==> src/rtl/tristate_bus_arbiter.sv <==
// Round-robin sequencer for a shared tri-state bus driven by NREQ enable-controlled registers.
// Each change of bus owner passes through DEAD cycles in which every output enable is high.
module tristate_bus_arbiter #(
    parameter int NREQ    = 4,
    parameter int MAXHOLD = 16,
    parameter int DEAD    = 1
) (
    input  logic            CLK,
    input  logic            RESET_N,
    input  logic [NREQ-1:0] REQ,
    output logic [NREQ-1:0] OENB_N,
    output logic [NREQ-1:0] GNT,
    output logic [2:0]      OWNER,
    output logic            BUS_VALID
);

    typedef enum logic [1:0] {
        ST_IDLE  = 2'd0,
        ST_DRIVE = 2'd1,
        ST_TURN  = 2'd2
    } state_t;

    localparam logic [2:0] LAST_RST  = 3'(NREQ - 1);
    localparam logic [7:0] HOLD_MAX  = 8'(MAXHOLD);
    localparam logic [7:0] HOLD_LIM  = 8'(MAXHOLD - 1);
    localparam logic [1:0] DEAD_INIT = 2'(DEAD - 1);

    // First set request found scanning upward from last+1, wrapping at NREQ.
    function automatic logic [2:0] rr_pick(input logic [7:0] req, input logic [2:0] last);
        logic [2:0] pick;
        logic       found;
        logic [3:0] idx;
        pick  = 3'd0;
        found = 1'b0;
        for (int i = 1; i <= NREQ; i++) begin
            idx = {1'b0, last} + 4'(i);
            if (idx >= 4'(NREQ)) begin
                idx = idx - 4'(NREQ);
            end else begin
                idx = idx;
            end
            if (!found && req[idx[2:0]]) begin
                pick  = idx[2:0];
                found = 1'b1;
            end else begin
                found = found;
            end
        end
        return pick;
    endfunction

    function automatic logic [NREQ-1:0] to_onehot(input logic [2:0] idx);
        logic [7:0] v;
        v = 8'd1 << idx;
        return v[NREQ-1:0];
    endfunction

    state_t          state_q, state_d;
    logic [2:0]      last_q, last_d;
    logic [2:0]      owner_q, owner_d;
    logic [7:0]      hcnt_q, hcnt_d;
    logic [1:0]      dcnt_q, dcnt_d;
    logic [NREQ-1:0] oenb_q, oenb_d;
    logic [NREQ-1:0] gnt_q, gnt_d;
    logic            valid_q, valid_d;

    logic [7:0] req_w_s;
    logic       any_req_s;
    logic       owner_req_s;
    logic       others_req_s;
    logic [2:0] pick_s;

    assign req_w_s      = 8'(REQ);
    assign any_req_s    = |REQ;
    assign owner_req_s  = req_w_s[owner_q];
    assign others_req_s = |(REQ & ~to_onehot(owner_q));
    assign pick_s       = rr_pick(req_w_s, last_q);

    // State and registered-output flops; reset releases the bus on the same edge.
    always_ff @(posedge CLK) begin
        if (!RESET_N) begin
            state_q <= ST_IDLE;
            last_q  <= LAST_RST;
            owner_q <= 3'd0;
            hcnt_q  <= 8'd0;
            dcnt_q  <= 2'd0;
            oenb_q  <= {NREQ{1'b1}};
            gnt_q   <= {NREQ{1'b0}};
            valid_q <= 1'b0;
        end else begin
            state_q <= state_d;
            last_q  <= last_d;
            owner_q <= owner_d;
            hcnt_q  <= hcnt_d;
            dcnt_q  <= dcnt_d;
            oenb_q  <= oenb_d;
            gnt_q   <= gnt_d;
            valid_q <= valid_d;
        end
    end

    // Next-state, arbitration, hold and turnaround counters.
    always_comb begin
        state_d = state_q;
        last_d  = last_q;
        owner_d = owner_q;
        hcnt_d  = hcnt_q;
        dcnt_d  = dcnt_q;
        case (state_q)
            ST_IDLE: begin
                if (any_req_s) begin
                    state_d = ST_DRIVE;
                    last_d  = pick_s;
                    owner_d = pick_s;
                    hcnt_d  = 8'd0;
                end else begin
                    state_d = ST_IDLE;
                end
            end
            ST_DRIVE: begin
                // A dropped request and an expired hold on the same edge are one exit.
                if (!owner_req_s || ((hcnt_q >= HOLD_LIM) && others_req_s)) begin
                    state_d = ST_TURN;
                    dcnt_d  = DEAD_INIT;
                end else if (hcnt_q < HOLD_MAX) begin
                    hcnt_d = hcnt_q + 8'd1;
                end else begin
                    hcnt_d = hcnt_q;
                end
            end
            ST_TURN: begin
                if (dcnt_q != 2'd0) begin
                    dcnt_d = dcnt_q - 2'd1;
                end else if (any_req_s) begin
                    state_d = ST_DRIVE;
                    last_d  = pick_s;
                    owner_d = pick_s;
                    hcnt_d  = 8'd0;
                end else begin
                    state_d = ST_IDLE;
                end
            end
            default: begin
                state_d = ST_IDLE;
            end
        endcase
    end

    // Output values for the next cycle, derived from the next state.
    always_comb begin
        oenb_d  = {NREQ{1'b1}};
        valid_d = 1'b0;
        if (state_d == ST_DRIVE) begin
            oenb_d = ~to_onehot(owner_d);
        end else begin
            oenb_d = {NREQ{1'b1}};
        end
        if ((state_q == ST_DRIVE) && (state_d == ST_DRIVE)) begin
            valid_d = 1'b1;
        end else begin
            valid_d = 1'b0;
        end
        gnt_d = ~oenb_d;
    end

    assign OENB_N    = oenb_q;
    assign GNT       = gnt_q;
    assign OWNER     = owner_q;
    assign BUS_VALID = valid_q;

endmodule

==> config.mk <==
export PLATFORM = sky130hd
export DESIGN_NAME = tristate_bus_arbiter
export DESIGN_NICKNAME = d
export VERILOG_FILES = /design/src/rtl/tristate_bus_arbiter.sv
export SDC_FILE = /design/constraint.sdc
export NUM_CORES = 1
export LEC_CHECK = 0
export ABC_AREA = 1
export CAP_MARGIN = 20
export CORE_ASPECT_RATIO = 0.6
export CORE_MARGIN = 5
export CORE_UTILIZATION = 58
export CTS_CLUSTER_DIAMETER = 30
export DETAILED_ROUTE_END_ITERATION = 7
export PLACE_DENSITY = 0.83
export SYNTH_ARGS = -nofsm -noshare
export SYNTH_HDL_FRONTEND = slang
export SYNTH_SLANG_ARGS = --single-unit
==> constraint.sdc <==
create_clock -name CLK -period 5.5 [get_ports CLK]
set_input_delay 1.375 -clock CLK [delete_from_list [all_inputs] [get_ports CLK]]
set_output_delay 1.375 -clock CLK [all_outputs]
set_load 0.02 [all_outputs]
==> impl_metrics.ini, run 1 <==
[status]
outcome = finished clean

[synth]
synthTopCellsByArea = dfxtp_1 38%, nand2_1 14%, nand3_1 7.3%, nor2_1 7.1%, inv_1 6.6%
synth_cells = 207
synth_common_cells = 55 x nand2_1, 27 x dfxtp_1, 27 x nor2_1
synth_edf_count = 0
synth_nets = 217
syn_area_per_cell_um2 = 6.91
syn-cell-area_um2 = 1430
synthDistinctLibCells = 24
yosysSeqAreaShare_pct = 37.8
ys_ff_latch = 27
synth_top_area_share_pct = 37.8
synthFlopType = dfxtp_1
yosys_warnings = 0
async_flop_share_pct = 0
yosysMostFrequentCell = nand2_1
synth_area_leader_cell = dfxtp_1

[detailed_routing]
drt_iter0_drc = 92
via_count = 1396
postRouteAntennaNets = 0
drt-vias-per-instance = 5.43
wl_per_cell_um = 13.1
drt-total-wl_um = 3360
drc_errors = 0
dr.pass1.iters = 4

[layout]
layout-drive-gt1-share_pct = 11.5
fillers = 173
finalInstanceArea_um2 = 1680
antenna_cells = 0
post-route-util_pct = 74.5
area_delta_synth_final_pct = 17.7
multi_input_area_um2 = 782
final_cells = 257
fin_nets = 238
seqCellArea_um2 = 541

[worst_setup_path]
start_kind = input pin
r2r_cells = 12
worst-setup-path-type = input pin to flop
end_kind = flop
cp_cell_sequence = clkdlybuf4s50_1 > nor2_1 > nand3_1 > nand3_1 > inv_1 > nand3_2 > a21oi_1 > nand2_1
slowest_stage = clkdlybuf4s50_1
cpLargestDelayFamily = buffers and inverters
path_max_fanout = 7
slowest_delay_ps = 610
critPathRequiredTime_ps = 5680
path_common_cell = nand3_1
cp.depth = 8
crit_buf_inv = 2
crit_arrival_ps = 3100

[clock_network]
hold_buffers = 0
numCtsBuffers = 3
root_buffer = clkbuf_8
clk_latency_ps = 280
htree_num_levels = 1
cts.path.max_buffers = 2
clock_sinks = 27
cts_setup_buffers = 0
cts_tree = yes
cts_resized = 0
clk_pin_slew_ps = 100

[floorplanning]
die_x_um = 74.1
fp-row-count = 13
initial_core_util_pct = 63.3
ios = 18
core-area_um2 = 2260
die_y_um = 48.5
die_area_um2 = 3590

[pwr]
total_power_mw = 0.879
p_leak_nw = 0.751
powerDensity_nw_per_um2 = 522
vdd_drop_max_mv = 0.303

[worst_hold_path]
hold_path_depth = 2
hold_path.class = flop to flop

[placed_design]
gp_congestion = 0.919
pre_cts_ws_ps = 2310
post-place-cells = 253
dpl_cell_area_um2 = 1640
dpl.hpwl_um = 2640
port_buffers = 17

[sta]
setup_viol = 0
tns_ps = 0
hold_viol = 0
slew_headroom_pct = 67.2
fmax_ghz = 0.342
worst_slack_ps = 2580
period_needed_ps = 2920
rsz0062_at_grt = no
whs_ps = 448
fin_crit_sh_pct = 53.1
slew_viol_final = 0
finClkSkew_ps = 8.92
tightest_slew_ps = 492

[job]
cap_violations = 0

[global_route]
overflow = 0
grt_pass1_wl_um = 5750
grt_use_total_pct = 20.0
grt_antenna_before_repair = 0
grt_pass1_vias = 1286
grt_max_degree = 17
==> cell type report <==
cell class	instances	share of cell area, %
inverters	28	6.24
repair buffers	17	10.1
well taps	30	2.23
flip-flops and latches	27	32.1
multi-input cells	151	46.4
clock buffers	3	2.45
clock inverters	1	0.446
==> routing by layer <==
layer | vias to the layer above | share of wire, % | GRT usage [%] | routed length [µm]
li1 | 703 | - | - | -
met3 | 5 | 6.3 | 4.94 | 212
met5 | - | 0 | 0 | 0
met2 | 42 | 44 | 30.0 | 1460
met1 | 646 | 49 | 28.5 | 1650
met4 | 0 | 0.89 | 5.12 | 30
==> tightest hold or removal path, delay by kind of cell, from the launching register on <==
family,cells,cell delay [ps]
simple gates,2,100
flops,1,320
==> final timing paths <==
check / slack [ps] / endpoint / from
max reg2reg: 3250 / OWNER[1] / last_q[0]
min reg2reg: 450 / hcnt_q[5] / hcnt_q[5]
max: 2580 / OENB_N[3] / REQ[1]
min: 450 / hcnt_q[5] / hcnt_q[5]
==> kinds of logic (layout without fill, tap and decap cells) <==
logic type | after synthesis | count (layout) | synth area share [%]
AND/OR/NAND/NOR | 127 | 127 | 41.9
flip-flops | 27 | 27 | 37.8
adder cells (fa/ha/maj) | 4 | 4 | 3.50
AO/OA/AOI/OAI | 18 | 18 | 8.04
buffers and inverters | 29 | 49 | 7.60
XOR/XNOR | 2 | 2 | 1.22
==> flip-flops by register name, summed over array words and instances, names as in the netlist <==
register,count
GNT,4
hcnt_q,8
last_q,3
dcnt_q,2
OENB_N,4
state_q,2
OWNER,3
BUS_VALID,1
==> report_power, final <==
| group | switching (mW) | internal [mW] | leakage (nW) |
|---|---|---|---|
| Sequential | 0.0328 | 0.236 | 0.220 |
| Clock | 0.0658 | 0.0516 | 0.0217 |
| Combinational | 0.322 | 0.171 | 0.509 |
| Total | 0.420 | 0.458 | 0.751 |
==> layout by cell type (no fill, tap or decap), drive strengths merged <==
master	n
clkinvlp	1
ha	4
a21oi	9
o31ai	1
dfxtp	27
or2	1
nor3	2
nand4	5
inv	28
nor2	30
xor2	2
nand3	28
o21ai	5
o211ai	3
clkdlybuf4s50	17
clkbuf	3
nand2	61
Note: power is estimated with default switching activity, not from simulation.
==> inputs of run 2 (changes only) <==
- CORE_UTILIZATION: 58 -> 54
- PLACE_DENSITY: 0.83 -> 0.78
- clock period: 5.5 -> 2.7 ns (I/O delays scaled with it)
==> run 2 against run 1 <==
Clock-buffer cell count unchanged. Routed wire length increased by 0.57%. Clock skew decreased by 3.1 ps. Cell count increased by 0.78%. Largest power group unchanged.
==> impl_metrics.ini, run 2 (same netlist as run 1, synthesis figures left out) <==
[clock_network]
htree_num_levels = 1
cts_resized = 0
cts_setup_buffers = 0
hold_buffers = 0
clock_sinks = 27
cts_tree = yes
numCtsBuffers = 3
root_buffer = clkbuf_8
clk_latency_ps = 280
cts.path.max_buffers = 2
clk_pin_slew_ps = 100

[floorplanning]
die_x_um = 76.5
die_y_um = 49.9
die_area_um2 = 3810
ios = 18
initial_core_util_pct = 56.7
fp-row-count = 14
core-area_um2 = 2520

[layout]
layout_commonest_cell = nand2_1
fillers = 218
post-route-util_pct = 66.9
seqCellArea_um2 = 541
finalInstanceArea_um2 = 1690
layout-drive-gt1-share_pct = 11.5
final_cells = 259
antenna_cells = 0
largest_reg_flops = 8
area_delta_synth_final_pct = 17.8
layout_common_cells = 55 x nand2_1, 27 x dfxtp_1, 27 x nor2_1
top_register = hcnt_q
fin_nets = 238
multi_input_area_um2 = 782

[global_route]
grt_use_total_pct = 19.0
grt_max_degree = 17
grt_pass1_wl_um = 5890
grt_pass1_vias = 1264
overflow = 0
grt_antenna_before_repair = 0

[placed_design]
port_buffers = 17
gp_congestion = 0.881
pre_cts_ws_ps = 253
dpl.hpwl_um = 2680
post-place-cells = 255
dpl_cell_area_um2 = 1640

[worst_setup_path]
critPathRequiredTime_ps = 2880
end_kind = flop
crit_arrival_ps = 2410
path_max_fanout = 8
start_kind = flop
worst-setup-path-type = flop to flop

[detailed_routing]
via_count = 1437
drc_errors = 0
postRouteAntennaNets = 0
drt-total-wl_um = 3380
dr.pass1.iters = 4
wl_per_cell_um = 13.0
drt_iter0_drc = 117
drt-vias-per-instance = 5.55

[sta]
hold_viol = 0
rsz0062_at_grt = no
fin_crit_sh_pct = 82.7
finClkSkew_ps = 5.81
worst_slack_ps = 466
fmax_ghz = 0.448
tightest_slew_ps = 514
slew_headroom_pct = 65.7
slew_viol_final = 0
tns_ps = 0
period_needed_ps = 2230
whs_ps = 443
setup_viol = 0

[pwr]
powerDensity_nw_per_um2 = 1060
vdd_drop_max_mv = 0.392
p_leak_nw = 0.751
total_power_mw = 1.79

[job]
cap_violations = 0

[status]
outcome = finished clean

[worst_hold_path]
hold_path.class = flop to flop
## run 2: final timing paths
| path | from | end | slack [ps] | depth (start not counted) |
|---|---|---|---|---|
| min reg2reg | hcnt_q[7] | hcnt_q[7] | 440 | 2 |
| max | last_q[0] | OENB_N[1] | 470 | 12 |
| min | hcnt_q[7] | hcnt_q[7] | 440 | 2 |
| max reg2reg | last_q[0] | OENB_N[1] | 470 | 12 |
## run 2: report_power, final
part	leakage, nW	internal (mW)	switching, mW
combinational	0.509	0.348	0.665
clock	0.0217	0.105	0.132
sequential	0.220	0.481	0.0637
## run 2: worst max-delay path, stage by stage (launching register included)
cell and delay (ps):
dfxtp_1 510, inv_2 150, ha_1 380, inv_1 140
nand3_2 120, nand3_4 120, nand2_1 80, nand2_1 60
nand2_1 50, nand2_1 80, nand3_2 140, a21oi_1 210
nand2_1 70
## run 2: area by class of cell
class	count	area share [%]
clock buffers	3	2.45
clock inverters	1	0.445
inverters	28	6.23
multi-input cells	151	46.4
flip-flops and latches	27	32.0
well taps	32	2.37
repair buffers	17	10.1
## run 2: layer usage
| layer | GRT usage (%) | up-vias | routed length, µm |
|---|---|---|---|
| li1 | - | 703 | - |
| met1 | 26.1 | 669 | 1590 |
| met2 | 28.7 | 57 | 1440 |
| met3 | 5.45 | 8 | 282 |
| met4 | 5.81 | 0 | 58 |
| met5 | 0 | - | 0 |
